$ cat src/rtl/sys_array_seq_pkg.sv
// Shared types and width helpers for the run sequencer.
package sys_array_seq_pkg;

  typedef enum logic [2:0] {
    IDLE,
    LOAD,
    START,
    WAIT,
    SCAN,
    DONE,
    ERR
  } state_t;

  // Bits needed for a counter running 0..n-1, never less than one bit.
  function automatic int cnt_w(input int n);
    return (n <= 2) ? 1 : $clog2(n);
  endfunction

  localparam int DWELL_DEF   = 25_000_000;
  localparam int TIMEOUT_DEF = 1_000_000;
  localparam int DWELL_W     = cnt_w(DWELL_DEF);
  localparam int WDOG_W      = cnt_w(TIMEOUT_DEF);

endpackage

$ cat src/rtl/sys_array_seq_rise.sv
// One-bit registered rising-edge detector.
module rise_detect (
  input  logic clk,
  input  logic reset,
  input  logic d,
  output logic rise
);

  logic prev;

  // Remember the previous sample of d.
  always_ff @(posedge clk) begin
    if (reset) prev <= 1'b0;
    else       prev <= d;
  end

  assign rise = d & ~prev;

endmodule

$ cat src/rtl/sys_array_seq.sv
// Run sequencer in front of sys_array_wrapper: load/start pulses, ready
// watchdog, then a timed row/col scan of every result element.
//
// state | meaning
// IDLE  | waiting for a start rise
// LOAD  | load_params pulse
// START | start_comp pulse, clear armed/watchdog
// WAIT  | wait for ready (after seeing it low) under watchdog
// SCAN  | step row/col, DWELL cycles per element
// DONE  | row/col follow sel_row/sel_col
// ERR   | watchdog expired, row/col hold
module sys_array_seq
  import sys_array_seq_pkg::*;
#(
  parameter int ROWS    = 4,
  parameter int COLS    = 4,
  parameter int ROW_W   = 4,
  parameter int COL_W   = 4,
  parameter int DWELL   = DWELL_DEF,
  parameter int TIMEOUT = TIMEOUT_DEF
) (
  input  logic             clk,
  input  logic             reset,
  input  logic             start,
  input  logic             abort,
  input  logic             ready,
  input  logic [ROW_W-1:0] sel_row,
  input  logic [COL_W-1:0] sel_col,
  output logic             load_params,
  output logic             start_comp,
  output logic [ROW_W-1:0] row,
  output logic [COL_W-1:0] col,
  output logic             busy,
  output logic             done,
  output logic             err
);

  localparam int DW_W = cnt_w(DWELL);
  localparam int WD_W = cnt_w(TIMEOUT);

  logic             start_rise;
  state_t           state_q, state_d;
  logic [ROW_W-1:0] row_d;
  logic [COL_W-1:0] col_d;
  logic [DW_W-1:0]  dwell_q, dwell_d;
  logic [WD_W-1:0]  wdog_q, wdog_d;
  logic             armed_q, armed_d;

  rise_detect u_start_rise (
    .clk   (clk),
    .reset (reset),
    .d     (start),
    .rise  (start_rise)
  );

  // Next-state and counter logic; abort overrides every transition.
  always_comb begin
    state_d = state_q;
    row_d   = row;
    col_d   = col;
    dwell_d = dwell_q;
    wdog_d  = wdog_q;
    armed_d = armed_q;
    if (abort) begin
      state_d = IDLE;
      row_d   = '0;
      col_d   = '0;
      dwell_d = '0;
      wdog_d  = '0;
      armed_d = 1'b0;
    end else begin
      case (state_q)
        IDLE:  if (start_rise) state_d = LOAD;
        LOAD:  state_d = START;
        START: begin
          armed_d = 1'b0;
          wdog_d  = '0;
          state_d = WAIT;
        end
        WAIT: begin
          // A ready left high from an earlier run only counts once it has
          // been seen low in this run.
          if (armed_q && ready) begin
            state_d = SCAN;
            row_d   = '0;
            col_d   = '0;
            dwell_d = '0;
          end else if (wdog_q == WD_W'(TIMEOUT - 1)) begin
            state_d = ERR;
          end else begin
            wdog_d = wdog_q + WD_W'(1);
            if (!ready) armed_d = 1'b1;
          end
        end
        SCAN: begin
          if (dwell_q == DW_W'(DWELL - 1)) begin
            dwell_d = '0;
            if (col == COL_W'(COLS - 1)) begin
              if (row == ROW_W'(ROWS - 1)) begin
                state_d = DONE;
              end else begin
                col_d = '0;
                row_d = row + ROW_W'(1);
              end
            end else begin
              col_d = col + COL_W'(1);
            end
          end else begin
            dwell_d = dwell_q + DW_W'(1);
          end
        end
        DONE: begin
          row_d = sel_row;
          col_d = sel_col;
          if (start_rise) state_d = LOAD;
        end
        ERR:     if (start_rise) state_d = LOAD;
        default: state_d = IDLE;
      endcase
    end
  end

  // State, counters and registered outputs decoded from the next state.
  always_ff @(posedge clk) begin
    if (reset) begin
      state_q     <= IDLE;
      row         <= '0;
      col         <= '0;
      dwell_q     <= '0;
      wdog_q      <= '0;
      armed_q     <= 1'b0;
      load_params <= 1'b0;
      start_comp  <= 1'b0;
      busy        <= 1'b0;
      done        <= 1'b0;
      err         <= 1'b0;
    end else begin
      state_q     <= state_d;
      row         <= row_d;
      col         <= col_d;
      dwell_q     <= dwell_d;
      wdog_q      <= wdog_d;
      armed_q     <= armed_d;
      load_params <= (state_d == LOAD);
      start_comp  <= (state_d == START);
      busy        <= (state_d == LOAD) || (state_d == START) ||
                     (state_d == WAIT) || (state_d == SCAN);
      done        <= (state_d == DONE);
      err         <= (state_d == ERR);
    end
  end

endmodule

$ cat config.mk
export PLATFORM = sky130hd
export DESIGN_NAME = sys_array_seq
export DESIGN_NICKNAME = d
export VERILOG_FILES = /design/src/rtl/sys_array_seq_pkg.sv /design/src/rtl/sys_array_seq_rise.sv /design/src/rtl/sys_array_seq.sv
export SDC_FILE = /design/constraint.sdc
export NUM_CORES = 1
export LEC_CHECK = 0
export ABC_AREA = 1
export CAP_MARGIN = 30
export CORE_ASPECT_RATIO = 0.9
export CORE_UTILIZATION = 35
export DETAILED_ROUTE_END_ITERATION = 8
export PLACE_DENSITY = 0.5
export SYNTH_ARGS = -nofsm -noshare
export SYNTH_HDL_FRONTEND = slang
export SYNTH_SLANG_ARGS = --single-unit
$ cat constraint.sdc
create_clock -name clk -period 1.8 [get_ports clk]
set_clock_uncertainty 0.1 [all_clocks]
set_input_delay 0.54 -clock clk [delete_from_list [all_inputs] [get_ports clk]]
set_output_delay 0.54 -clock clk [all_outputs]
set_load 0.03 [all_outputs]
; ---- After elaboration in Yosys (flattened, before gate mapping)
; Index checks and enable logic that the tools add are counted.
[word_totals]
register_bits = 63
latch_bits = 0
ram_bits = 0
rom_bits = 0
input_bits = 13
out_inout_bits = 13
elab_cells = 84
n_memories = 0
[op_classes]
add_sub_neg = 4
n_mul = 0
n_div = 0
magnitude_cmp = 0
n_eq_ne = 24
n_shift = 0
n_mux = 27
n_bitwise = 2
n_reduce_logical = 15
[ops]
columns = operator, n
row1 = 2-to-1 mux 25 bit, 2
row2 = one-hot mux 25 bit (2 select lines), 1
row3 = 2-to-1 mux 20 bit, 2
row4 = one-hot mux 20 bit (2 select lines), 1
row5 = 2-to-1 mux 4 bit, 7
row6 = adder 25 x 1 -> 25 bit (second input constant), 1
row7 = equality test 25 bit (second input constant), 1
row8 = one-hot mux 4 bit (3 select lines), 2
row9 = 2-to-1 mux 3 bit, 7
row10 = adder 20 x 1 -> 20 bit (second input constant), 1
row11 = equality test 20 bit (second input constant), 1
row12 = equality test 3 bit (second input constant), 6
row13 = one-hot mux 3 bit (5 select lines), 1
row14 = inequality test 2 bit (second input constant), 7
row15 = equality test 3 x 2 -> 1 bit (second input constant), 4
row16 = adder 4 x 1 -> 4 bit (second input constant), 2
row17 = equality test 4 x 2 -> 1 bit (second input constant), 2
row18 = AND reduction 4 bit, 2
row19 = equality test 3 x 1 -> 1 bit (second input constant), 2
row20 = AND reduction 5 bit, 1
row21 = nonzero test 2 bit, 2
row22 = zero test 3 bit, 1
row23 = logical OR 1 bit, 3
row24 = 2-to-1 mux 1 bit, 3
row25 = other kinds (10), 10

; ---- Logic depth before layout (Yosys ltp)
; Gate-level depths: netlist (run 1).
[depth]
word_depth = 10
ltp_mapped = 13
mapped_depth_nobuf = 12

; ---- Modules after synthesis
; From an unflattened synthesis (run 1), not the netlist that was laid out.
[unflattened]
hier_cells = 570
area_unflattened_um2 = 3713.6
[by_module_without_submodules]
columns = mod, n_inst, cells_each, area_each_um2, seq_area_each_um2
row1 = sys_array_seq, 1, 566, 3682.3, 1241.2
row2 = rise_detect, 1, 4, 31.3, 20.0

; ---- Least setup slack after synthesis (run 1)
; OpenSTA, ideal clock, no wires.
[synth_path]
kind = register -> register
from = register dwell_q[0]
to = register dwell_q[22]
setup_time_ps = 120
arrival_ps = 1582
required_time_ps = 1580
path_slack_ps = -2
path_stages_with_launch = 9
path_buffers = 0
period_less_slack_ps = 1802
path_cell_list = dfxtp_1 ha_1 nand3_1 nor3_1 nand4_1 nor2_1 nand2_1 o21bai_1 a21oi_1
[synth_between]
elab_chain_len = 3
word_cells_on_any_way = 4
classes_between = add/sub (1) / eq/ne (1) / mux (2)
[synth_lines]
columns = item, line_no
row1 = "start, declared", sys_array_seq.sv:45  ; logic [DW_W-1:0] dwell_q, dwell_d;
row2 = "start signal, assigned", sys_array_seq.sv:141  ; dwell_q <= dwell_d;
row3 = adder 25 x 1 -> 25 bit or equality test 25 bit (tied branches), "sys_array_seq.sv:109, sys_array_seq.sv:96"
row4 = 2-to-1 mux 25 bit (*), sys_array_seq.sv:96  ; if (dwell_q == DW_W'(DWELL - 1)) begin
row5 = one-hot mux 25 bit (2 select lines) (*), sys_array_seq.sv:72  ; case (state_q)
; Every way passes the cells marked *; elsewhere a longest branch is shown, timed or not.
; A chain may end at the register's enable or synchronous reset.

; ---- Worst setup path in the final report (run 1)
[layout_path]
from = register dwell_q[1]
to = register dwell_q[18]
; The elaborated chain is that of the path after synthesis.

==> results of run 1 <==
## area by class of cell
type	instances	area, sq um
Clock buffer	14	183
Clock inverter	2	60.1
Fill cell	966	4620
Inverter	72	275
Multi-Input combinational cell	409	2170
Sequential cell	63	1280
Tap cell	126	158
Timing Repair Buffer	117	983
Timing Repair inverter	1	7.51
## worst max path at each step
stage / from / to / slack, ns / cells past startpoint
after floorplan: dwell_q[0] / dwell_q[22] / 0.11 / 8
after global placement: ready / busy / -0.43 / 10
after detailed placement: ready / dwell_q[3] / -0.45 / 10
after CTS: dwell_q[1] / row[3] / -0.00003 / 11
after global routing: dwell_q[1] / dwell_q[20] / -0.07 / 9
final: dwell_q[1] / dwell_q[18] / 0.01 / 9
## worst reg2reg max path: stages (launching register included)
cell and delay [ns]:
dfxtp_2 0.36, ha_4 0.15, nand3_4 0.08, buf_6 0.13
nor3_4 0.12, nand4_1 0.20, buf_4 0.22, o21bai_1 0.14
nand3_1 0.10, a21oi_2 0.12
## metal layers
| layer | share of wire, % | up-vias | track usage, % |
|---|---|---|---|
| met1 | 49 | 1769 | 29.5 |
| met2 | 44 | 95 | 30.7 |
| li1 | - | 2054 | - |
| met5 | 0 | - | 0 |
| met3 | 6.0 | 9 | 5.63 |
| met4 | 0.81 | 0 | 4.95 |
## timing repair
action | in CTS | in global routing
cloned | 1 | 0
gates resized for setup | 45 | 81
setup endpoints to repair | 52 | 63
setup buffers | 7 | 9
endpoints found under the hold margin | 0 | 0
pin swaps | 12 | 20
## kinds of logic after synthesis
family | count (synthesis)
and+or+nand+nor | 306
AOI/OAI and AO/OA | 92
buffers and inverters | 83
DFF | 63
xor gates and xnor gates | 7
adders and majority gates | 4
## layout by cell type, fill, tap and decap left out, drive strengths merged, types with 3 or more instances in the layout
master / netlist / final
o21bai: 4 / 4
or2: 3 / 3
xnor2: 5 / 5
nand4: 13 / 13
nor3: 18 / 18
nor2: 74 / 74
clkbuf: 4 / 16
dlygate4sd2: 0 / 7
clkdlybuf4s15: 0 / 4
nand3: 44 / 44
dfxtp: 63 / 63
nand3b: 3 / 3
o22ai: 3 / 3
a21oi: 45 / 45
nand2: 146 / 146
buf: 7 / 92
ha: 4 / 4
inv: 70 / 69
clkdlybuf4s50: 0 / 11
o21ai: 29 / 29
## through the flow
| step | instances | util, % | total power (W) | worst slack [ns] |
|---|---|---|---|---|
| after floorplan | 555 | - | 0.00149 | 0.109 |
| final | 804 | 52.6 | 0.00304 | 0.0134 |
| after detailed placement | 771 | 45.9 | 0.00157 | -0.447 |
| after CTS | 795 | 49.8 | 0.00309 | -0.0000300 |
| after global placement | 771 | 45.9 | 0.00158 | -0.434 |
| after global routing | 804 | 52.6 | 0.00317 | -0.0682 |
## where the power goes
group,switching (W),internal [W]
clock network,0.000563,0.000933
logic,0.0000780,0.0000698
registers,0.00000229,0.00140
## state kept, by name, summed over array words and instances, names as in the netlist
signal and cells:
wdog_q 20, row 4, u_start_rise.prev 1, done 1
err 1, col 4, busy 1, state_q 3
start_comp 1, armed_q 1, dwell_q 25, load_params 1
==> summary.md, run 1 <==
| Metric | Value |
|---|---|
| Starting DRT DRC Count | `231` |
| DR DRC count | `0` |
| CTS Buf Count | `9` |
| Clock buffer depth | `2` |
| Top cells by count, synth | `145 x nand2_1, 72 x nor2_1, 69 x inv_1` |
| Worst path bufs/invs | `2` |
| Slew Viols, Final | `0` |
| LEAKAGE | `just over 2 nW` |
| Routed WL | `10,200 um` |
| Required time of the critical path | `1.98 ns` |
| Clock slew at reported path FFs | `around 0.070 ns` |
| Largest cells by area after synthesis | `dfxtp_1 36%, nand2_1 15%, nor2_1 7.7%` |
| Simple-Gate Fraction of Synth Area | `37.2%` |
| Asr flop ratio synth | `0%` |
| Avg Inst Size Synth | `6.35 sq um` |
| First-pass GRT wire length | `roughly 17,000 um` |
| Sink Count | `63` |
| Synth warnings | `0` |
| CTS tree | `built` |
| Hpwl dp | `roughly 7500 um` |
| CP max stage delay | `0.36 ns` |
| RSZ-0062 raised after global routing | `true` |
| First-pass iteration count of the detailed router | `5` |
| PwrDens | `595 nW/um^2` |
| Area share of the largest cell type after synthesis | `35.8%` |
| RePlAce Congestion | `0.865` |
| CP Launch Type | `flop` |
| IO Port Bufs | `25` |
| Synth Cell Area | `3520 sq um` |
| Most frequent cell after synthesis | `nand2_1` |
| Fin crit period | `between 1.5 and 2 ns` |
| # hold bufs at CTS | `0` |
| Final ANT Viol Nets | `0` |
| Post-Place Cell Area | `4470 sq um` |
| CP Data Arrival Time | `1.97 ns` |
| Pin count of the biggest net entering global routing | `24` |
| Area leader, netlist | `dfxtp_1` |
| Antenna violations before repair | `0` |
| Min-Delay Startpoint | `row[1]` |
| Critical setup path kind | `flop to flop` |
| CP max FO | `5` |
| Syn nets | `around 570` |
| Design area | `around 5000 sq um` |
| Critical-path top delay cell | `dfxtp_2` |
| Share of cells above drive strength 1 | `28.9%` |
| Mux contribution to synthesized area | `0%` |
| EDFF count, synth | `0` |
| Fmax | `about 560 MHz` |
| Worst Tran Pin Value | `0.307 ns` |
| Worst-path cell chain | `ha_4, nand3_4, buf_6, nor3_4, nand4_1, buf_4, o21bai_1, nand3_1, a21oi_2` |
| CP endpoint kind | `flop` |
| Hold path cells | `2` |
| Vias after detailed routing | `3,927` |
| Die X | `108 um` |
| Setup-failing EPs final | `0` |
| Top Ports | `26` |
| Post-Synth Adder-Cell Area | `under 10%` |
| Crit share post-route | `roughly 99%` |
| GR Overflow Total | `0` |
| Min-Delay Endpoint | `row[1]` |
| IR drop worst, VDD | `around 330 uV` |
| GR Util All Layers | `20.7%` |
| Die footprint | `10,500 sq um` |
| DIE HEIGHT | `97.2 um` |
| Min-Delay Path Class | `flop to flop` |
| Reg-to-Reg End | `dwell_q[18]` |
| Average routed wire per standard cell | `12.7 um` |
| Vias per cell | `4.88` |
| Synth Area in XOR/XNOR | `1.74%` |
| Clk Latency, worst-skew pair | `0.35 ns` |
| Reg-to-reg slack, setup | `0.01 ns` |
| Maxcap violations | `0` |
| Hold Worst Slack | `0.376 ns` |
| Area grow syn2layout | `45.4%` |
| Initial Util | `between 30% and 40%` |
| Core area | `9740 sq um` |
| R2r worst-path depth | `9` |
| Seq cells post-synth | `63` |
| Outcome | `finished, final reports clean` |
| Post-synth top flop | `dfxtp_1` |
| Largest family of logic cells by synthesized area | `simple AND/OR/NAND/NOR gates` |
| Final hold vios | `0` |
| Compound-Gate Fraction of Synth Area | `14.5%` |
| Layout Nets | `690` |
| ANT cells | `0` |
| Setup TNS | `0 ns` |
| Family with the most delay on the worst path | `simple AND/OR/NAND/NOR gates` |
| Relative slew slack | `79.4%` |
| Cells after synthesis | `555` |
| Reg2reg start | `dwell_q[1]` |
| Core Rows | `34` |
| Post-synthesis cell type count | `35` |
| H-tree levels | `3` |
| Vias in the first global route | `3,533` |
| Sequential area share after synthesis | `35.8%` |
| Root buf cell | `clkbuf_8` |
Power figures use the tool's default switching activity.
==> run 2: changes to the inputs <==
- PLACE_DENSITY: 0.5 -> 0.48
- SKIP_LAST_GASP: unset -> 1
- clock period: 1.8 -> 1.9 ns (I/O delays scaled with it)
==> summary.md, run 2 (same netlist as run 1, synthesis figures left out) <==
| Metric | Value |
|---|---|
| Outcome | `finished, final reports clean` |
| Hpwl dp | `7300 um` |
| Sink Count | `63` |
| PwrDens | `561 nW/um^2` |
| ANT cells | `0` |
| IO Port Bufs | `25` |
| DIE HEIGHT | `97.2 um` |
| Fin crit period | `1.83 ns` |
| Share of cells above drive strength 1 | `17.2%` |
| Final WS setup | `0.0731 ns` |
| Clk Latency, worst-skew pair | `0.35 ns` |
| GR Util All Layers | `about a fifth` |
| Worst-path cell chain | `clkdlybuf4s15_1` |
| Root buf cell | `clkbuf_8` |
| Layout Nets | `658` |
| IR drop worst, VDD | `327 uV` |
| Required time of the critical path | `between 1 and 1.5 ns` |
| Maxcap violations | `0` |
| LEAKAGE | `1.83 nW` |
| Family with the most delay on the worst path | `flip-flops` |
| Largest register FFs | `25` |
| CTS Buf Count | `9` |
| Dpl ws | `-0.378 ns` |
| GR Overflow Total | `0` |
| Crit share post-route | `96.2%` |
| Biggest regs | `dwell_q (25), wdog_q (20)` |
| Final hold vios | `0` |
| Pin count of the biggest net entering global routing | `24` |
| Fill cells | `about 1,000` |
| Core area | `9740 sq um` |
| # hold bufs at CTS | `0` |
| Top Ports | `26` |
| Worst path bufs/invs | `1` |
| Setup-failing EPs final | `0` |
| RePlAce Congestion | `0.865` |
| Largest reg by FF count | `dwell_q` |
| Average routed wire per standard cell | `12.7 um` |
| Fmax | `547 MHz` |
| Min-Delay Path Class | `flop to flop` |
| Routed WL | `9770 um` |
| CP endpoint kind | `output pin` |
| Clock buffer depth | `2` |
| Hold Worst Slack | `0.374 ns` |
| Die X | `~110 um` |
| Die footprint | `10,500 sq um` |
| Final ANT Viol Nets | `0` |
| Critical setup path kind | `flop to output pin` |
| First-pass iteration count of the detailed router | `4` |
| Critical-path top delay cell | `dfxtp_1` |
| DR DRC count | `0` |
| CTS tree | `built` |
| Core Rows | `34` |
| RSZ-0062 raised after global routing | `true` |
| CP max FO | `4` |
| Area grow syn2layout | `32.1%` |
| Worst Tran Pin Value | `0.457 ns` |
| Initial Util | `36.2%` |
| CP Data Arrival Time | `1.16 ns` |
| First-pass GRT wire length | `16,400 um` |
| Antenna violations before repair | `0` |
| CP Launch Type | `flop` |
| Slew Viols, Final | `0` |
| Relative slew slack | `between 60% and 70%` |
| CP max stage delay | `0.42 ns` |
| Most common cell after layout, fill and taps aside | `nand2_1` |
| H-tree levels | `3` |
| Most frequent cells in the layout | `140 x nand2_1, 68 x nor2_1, 67 x inv_1` |
| Vias per cell | `4.83` |
| Clock slew at reported path FFs | `0.08 ns` |
| Vias after detailed routing | `roughly 3,700` |
| Vias in the first global route | `3,532` |
| Starting DRT DRC Count | `158` |
## run 2: layout make-up
| type | count | area, sq um | share of cell area, % |
|---|---|---|---|
| Clock buffer | 14 | 183 | 3.92 |
| Inverter | 72 | 274 | 5.89 |
| Clock inverter | 2 | 12.5 | 0.269 |
| Timing Repair Buffer | 86 | 726 | 15.6 |
| Multi-Input combinational cell | 409 | 2030 | 43.7 |
| Sequential cell | 63 | 1270 | 27.2 |
| Tap cell | 126 | 158 | 3.39 |
## run 2: through the flow
step                std cells  util [%]  cell area [sq um]  total power [W]  setup TNS, ns
floorplan                 555         -               3520          0.00141              0
global placement          751      44.3               4320          0.00149         -12.05
detailed placement        751      44.3               4320          0.00149         -14.52
CTS                       770      46.7               4550          0.00267              0
global route              772      47.8               4650          0.00273         -0.279
finish                    772      47.8               4650          0.00261              0
## run 2: worst paths after layout
kind,from,to,slack (ns),depth (start not counted)
min,armed_q,armed_q,0.37,1
max,col[3],col[3],0.07,1
max reg2reg,wdog_q[0],err,0.07,9
min reg2reg,armed_q,armed_q,0.37,1
## run 2: where the power goes
group / switching, W / internal [W]
registers: 0.00000197 / 0.00133
logic: 0.0000667 / 0.0000613
clock network: 0.000542 / 0.000616
total: 0.000610 / 0.00200
## run 2: what timing repair did
item / CTS / global route
pin swaps: 1 / 9
gates cloned: 0 / 0
setup buffers: 3 / 2
setup endpoints to repair: 44 / 56
resized for setup: 22 / 32
## run 2: metal layers
metal | global-route usage (%) | share of wire, %
met1 | 28.4 | 52
met2 | 29.2 | 42
met3 | 4.69 | 5.0
met4 | 6.11 | 0.78
met5 | 0 | 0
==> variant 1, RTL diff (config.mk and constraints of run 2) <==
Change the parameter `ROW_W` from 4 to 3.
--- a/src/rtl/sys_array_seq.sv
+++ b/src/rtl/sys_array_seq.sv
@@ -16,3 +16,3 @@
   parameter int COLS    = 4,
-  parameter int ROW_W   = 4,
+  parameter int ROW_W   = 3,
   parameter int COL_W   = 4,
Interface: changed (resized row and sel_row); port bits go from 26 to 24. No check against the original RTL was run, so the function may have changed too.
==> variant 1 against run 2 <==
Final area is 2.6% higher. Setup slack improved by 0.013 ns. Sequential share of layout area decreased by 1.2 points. Power up 13%. Wire length up 1.4%. Synthesized area rose by 2.4%. Sequential cell count is 1 lower. Largest cell class unchanged. Highest routed layer unchanged.
==> variant 1: results <==
metrics = {
    "run_status": {
        "status": "finished clean",
    },
    "clock_tree": {
        "ctsHoldBuffers": 0,
        "cts_root_buffer": "clkbuf_16",
        "path_clk_slew_ns": 0.05,
        "clock_latency_ns": 0.33,
    },
    "yosys": {
        "yosysTopAreaCellShare": 0.344,
        "syn_nets": 582,
        "synth_area_leaders": "dfxtp_1 (34%), nand2_1 (15%), nand3_1 (7.1%), a21oi_1 (6.9%), inv_1 (6.9%)",
        "yosys_warnings": 0,
        "synth_cell_type_count": 38,
        "synth_commonest_cells": "nand2_1 (144), inv_1 (66), nor2_1 (65)",
        "ys_seq_area_frac": 0.344,
    },
    "timing": {
        "tightestPinTransition_ns": 0.349,
    },
    "drt": {
        "met1Wirelength_um": 5140,
        "wl_met2_um": 4270,
        "dr.pass1.iters": 4,
        "wl_met3_um": 385,
        "wire_per_inst_um": 12.8,
        "detail_route.iter0.violations": 163,
        "route.vias.total": 3783,
    },
    "global_routing": {
        "grt.total_usage": 0.205,
        "first_global_vias": 3715,
        "grt_max_degree": 27,
        "grt_pass1_wl_um": 17300,
        "grt_overflow": 0,
    },
    "final_layout": {
        "layout-drive-gt1-share": 0.175,
        "largestRegisters": "dwell_q (25), wdog_q (20), col (4)",
        "final_nets": 664,
    },
    "setup_path": {
        "critPathTopFamily": "compound AO/OA/AOI/OAI gates",
        "r2r-start": "dwell_q[1]",
        "cpPeakStageDelay_ns": 0.31,
        "path_max_fanout": 7,
        "ff2ff_path_depth": 10,
        "cp_data_arrival_time_ns": 1.98,
        "r2r_end": "dwell_q[13]",
    },
    "hold_path": {
        "worstHoldStart": "dwell_q[24]",
        "worstHoldEndpoint": "dwell_q[24]",
        "min_path_cells": 2,
        "hold_path_class": "flip-flop to flip-flop",
    },
    "placement": {
        "gp_congestion": 0.829,
        "port_buffers": 23,
        "hpwlAfterDp_um": 7490,
    },
    "power_and_ir_drop": {
        "p_leak_nw": 1.91,
        "peakVddDrop_v": 0.000358,
        "p_int_mw": 2.31,
    },
}
variant 1: how the worst max path moves through the flow:
stage,start,end,slack [ns],depth (start not counted)
4_1_cts,dwell_q[0],dwell_q[12],0.02,10
5_1_grt,dwell_q[1],dwell_q[0],-0.04,10
3_5_place_dp,start,busy,-0.25,9
3_3_place_gp,start,busy,-0.24,9
2_1_floorplan,dwell_q[0],dwell_q[24],0.22,10
6_report,dwell_q[1],dwell_q[13],0.09,10
variant 1: logic make-up (layout without fill, tap and decap cells):
| family | Yosys count | count (layout) | synth area share |
|---|---|---|---|
| simple gates | 315 | 315 | 0.389 |
| compound gates | 95 | 95 | 0.141 |
| buf+inv | 82 | 168 | 0.0940 |
| flops | 62 | 62 | 0.344 |
| xor+xnor | 6 | 6 | 0.0146 |
| fa+ha+maj | 5 | 5 | 0.0173 |
variant 1: worst register-to-register path, cell delays in order (launching register included):
cell,delay [ns]
dfxtp_1,0.31
ha_2,0.20
nand3_4,0.10
inv_1,0.07
nand2_1,0.11
nor2_4,0.05
buf_4,0.14
a21oi_4,0.26
buf_4,0.19
o211ai_1,0.09
a21oi_1,0.12
variant 1: area by class of cell:
class / count / area [um2]
inverter: 73 / 279
multi-input combinational: 421 / 2130
clock inverter: 1 / 5.00
timing repair buffer: 80 / 697
tap: 126 / 158
sequential: 62 / 1240
clock buffer: 14 / 264
fill: 1018 / 5050
variant 1: repair_timing:
| item | in CTS | in global routing |
|---|---|---|
| setup endpoints to repair | 12 | 38 |
| resized for setup | 12 | 33 |
| buffers inserted | 0 | 6 |
| pin swaps | 0 | 11 |
variant 1: per-layer routing:
layer,GRT usage,vias up
met5,0,-
met4,0.0561,0
met3,0.0441,9
met2,0.308,60
met1,0.292,1708
li1,-,2006
variant 1: power by group through the flow:
stage	Sequential (mW)	Combinational, mW	Clock (mW)
after floorplan	1.34	0.0501	0
after global placement	1.34	0.127	0
after detailed placement	1.34	0.127	0
after CTS	1.31	0.126	1.56
after global routing	1.31	0.141	1.61
final	1.31	0.127	1.51
variant 1: stage by stage:
| step | power [mW] | area (um2) | std cells | worst slack [ns] | hold slack (ns) |
|---|---|---|---|---|---|
| 2_1_floorplan | 1.39 | 3610 | 565 | 0.221 | 0.340 |
| 3_3_place_gp | 1.47 | 4360 | 756 | -0.242 | 0.363 |
| 3_5_place_dp | 1.47 | 4360 | 756 | -0.253 | 0.370 |
| 4_1_cts | 2.99 | 4620 | 771 | 0.0163 | 0.379 |
| 5_1_grt | 3.06 | 4770 | 777 | -0.0435 | 0.405 |
| 6_report | 2.95 | 4770 | 777 | 0.0859 | 0.378 |
==> variant 2, RTL diff (config.mk and constraints of run 2) <==
Without the edit above. Register the output `err` once more, with the module's reset; this adds one clock of latency there. The other outputs are not delayed to match.
--- a/src/rtl/sys_array_seq.sv
+++ b/src/rtl/sys_array_seq.sv
@@ -39,2 +39,4 @@
   localparam int WD_W = cnt_w(TIMEOUT);
+
+  logic err_s0;
 
@@ -135,3 +137,3 @@
       done        <= 1'b0;
-      err         <= 1'b0;
+      err_s0      <= 1'b0;
     end else begin
@@ -148,3 +150,11 @@
       done        <= (state_d == DONE);
-      err         <= (state_d == ERR);
+      err_s0      <= (state_d == ERR);
+    end
+  end
+
+  always_ff @(posedge clk) begin
+    if (reset) begin
+      err <= '0;
+    end else begin
+      err <= err_s0;
     end
Formal check against the unedited RTL: same outputs for any inputs over 10 cycles, from zero or initial values and one cycle with reset high; that may be too few to reach the edited logic, so the function may still have changed.
==> variant 2 against run 2 <==
Worst hold slack lost 0.068 ns. Power grew 26%. First-iteration DRC count shrank 0.63%. Wire length grew 3.3%. Die area grew 2.2%. Via count grew 1.4%. Synthesized area grew 2.2%. Final area grew 4.1%. Setup slack gained 0.0097 ns. Utilization grew 1.5 points. Sequential cell count grew 1. Critical endpoint is now dwell_q[22]. Largest cell class unchanged.
==> variant 2: results <==
metrics = {
    "drt": {
        "met1Wirelength_um": 5410,
        "viasPerCell": 4.84,
    },
    "global_routing": {
        "grt.total_usage": 0.202,
        "grt_pass1_wl_um": 16900,
        "grt_max_degree": 12,
        "grt_util_met1": 0.295,
    },
    "placement": {
        "pre_cts_ws_ns": -0.328,
        "postPlaceCellArea_mm2": 0.00445,
    },
    "power_and_ir_drop": {
        "peakVddDrop_v": 0.000612,
        "seqPwrFrac": 0.411,
        "sw_frac_of_total": 0.209,
    },
    "final_layout": {
        "seq_cells": 64,
        "layout-drive-gt1-share": 0.180,
        "multi_input_area_share": 0.426,
        "fin_cells": 781,
        "nNonClkInverters": 71,
        "nClkBuffers": 13,
        "seq_area_mm2": 0.00128,
    },
    "yosys": {
        "synth_area_leaders": "dfxtp_1 (36%), nand2_1 (16%), inv_1 (7.0%), nor2_1 (7.0%), a21oi_1 (6.5%)",
        "synth_cell_type_count": 44,
        "synth_xor_area_frac": 0.0170,
    },
    "run_status": {
        "status": "finished clean",
    },
    "setup_path": {
        "path_max_fanout": 5,
        "critPathTopFamily": "simple AND/OR/NAND/NOR gates",
    },
    "clock_tree": {
        "cts_root_buffer": "clkbuf_16",
    },
}
[variant 2: cell count changes after synthesis, sizes merged, moves of 2 or more]
| cell | run 2 | this run |
|---|---|---|
| nand2 | 146 | 162 |
| o21ai | 29 | 33 |
| nand3 | 44 | 40 |
| nand3b | 3 | 1 |
| o21bai | 4 | 1 |
| a21oi | 45 | 47 |
| nor3 | 18 | 15 |
| buf | 7 | 5 |
| nor2 | 74 | 72 |
| nand4 | 13 | 10 |
[variant 2: what timing repair did]
item / CTS / global route
resized for setup: 15 / 25
pin swaps: 0 / 7
setup endpoints to repair: 17 / 53
buffers inserted: 0 / 2
[variant 2: path summary, 6_finish.rpt]
check | start | endpoint | slack, ns | cells past startpoint
worst max-delay path | dwell_q[1] | dwell_q[22] | 0.08 | 11
worst min-delay path | err_s0 | err | 0.31 | 2
worst max register to register | dwell_q[1] | dwell_q[22] | 0.08 | 11
worst min register to register | err_s0 | err | 0.31 | 2
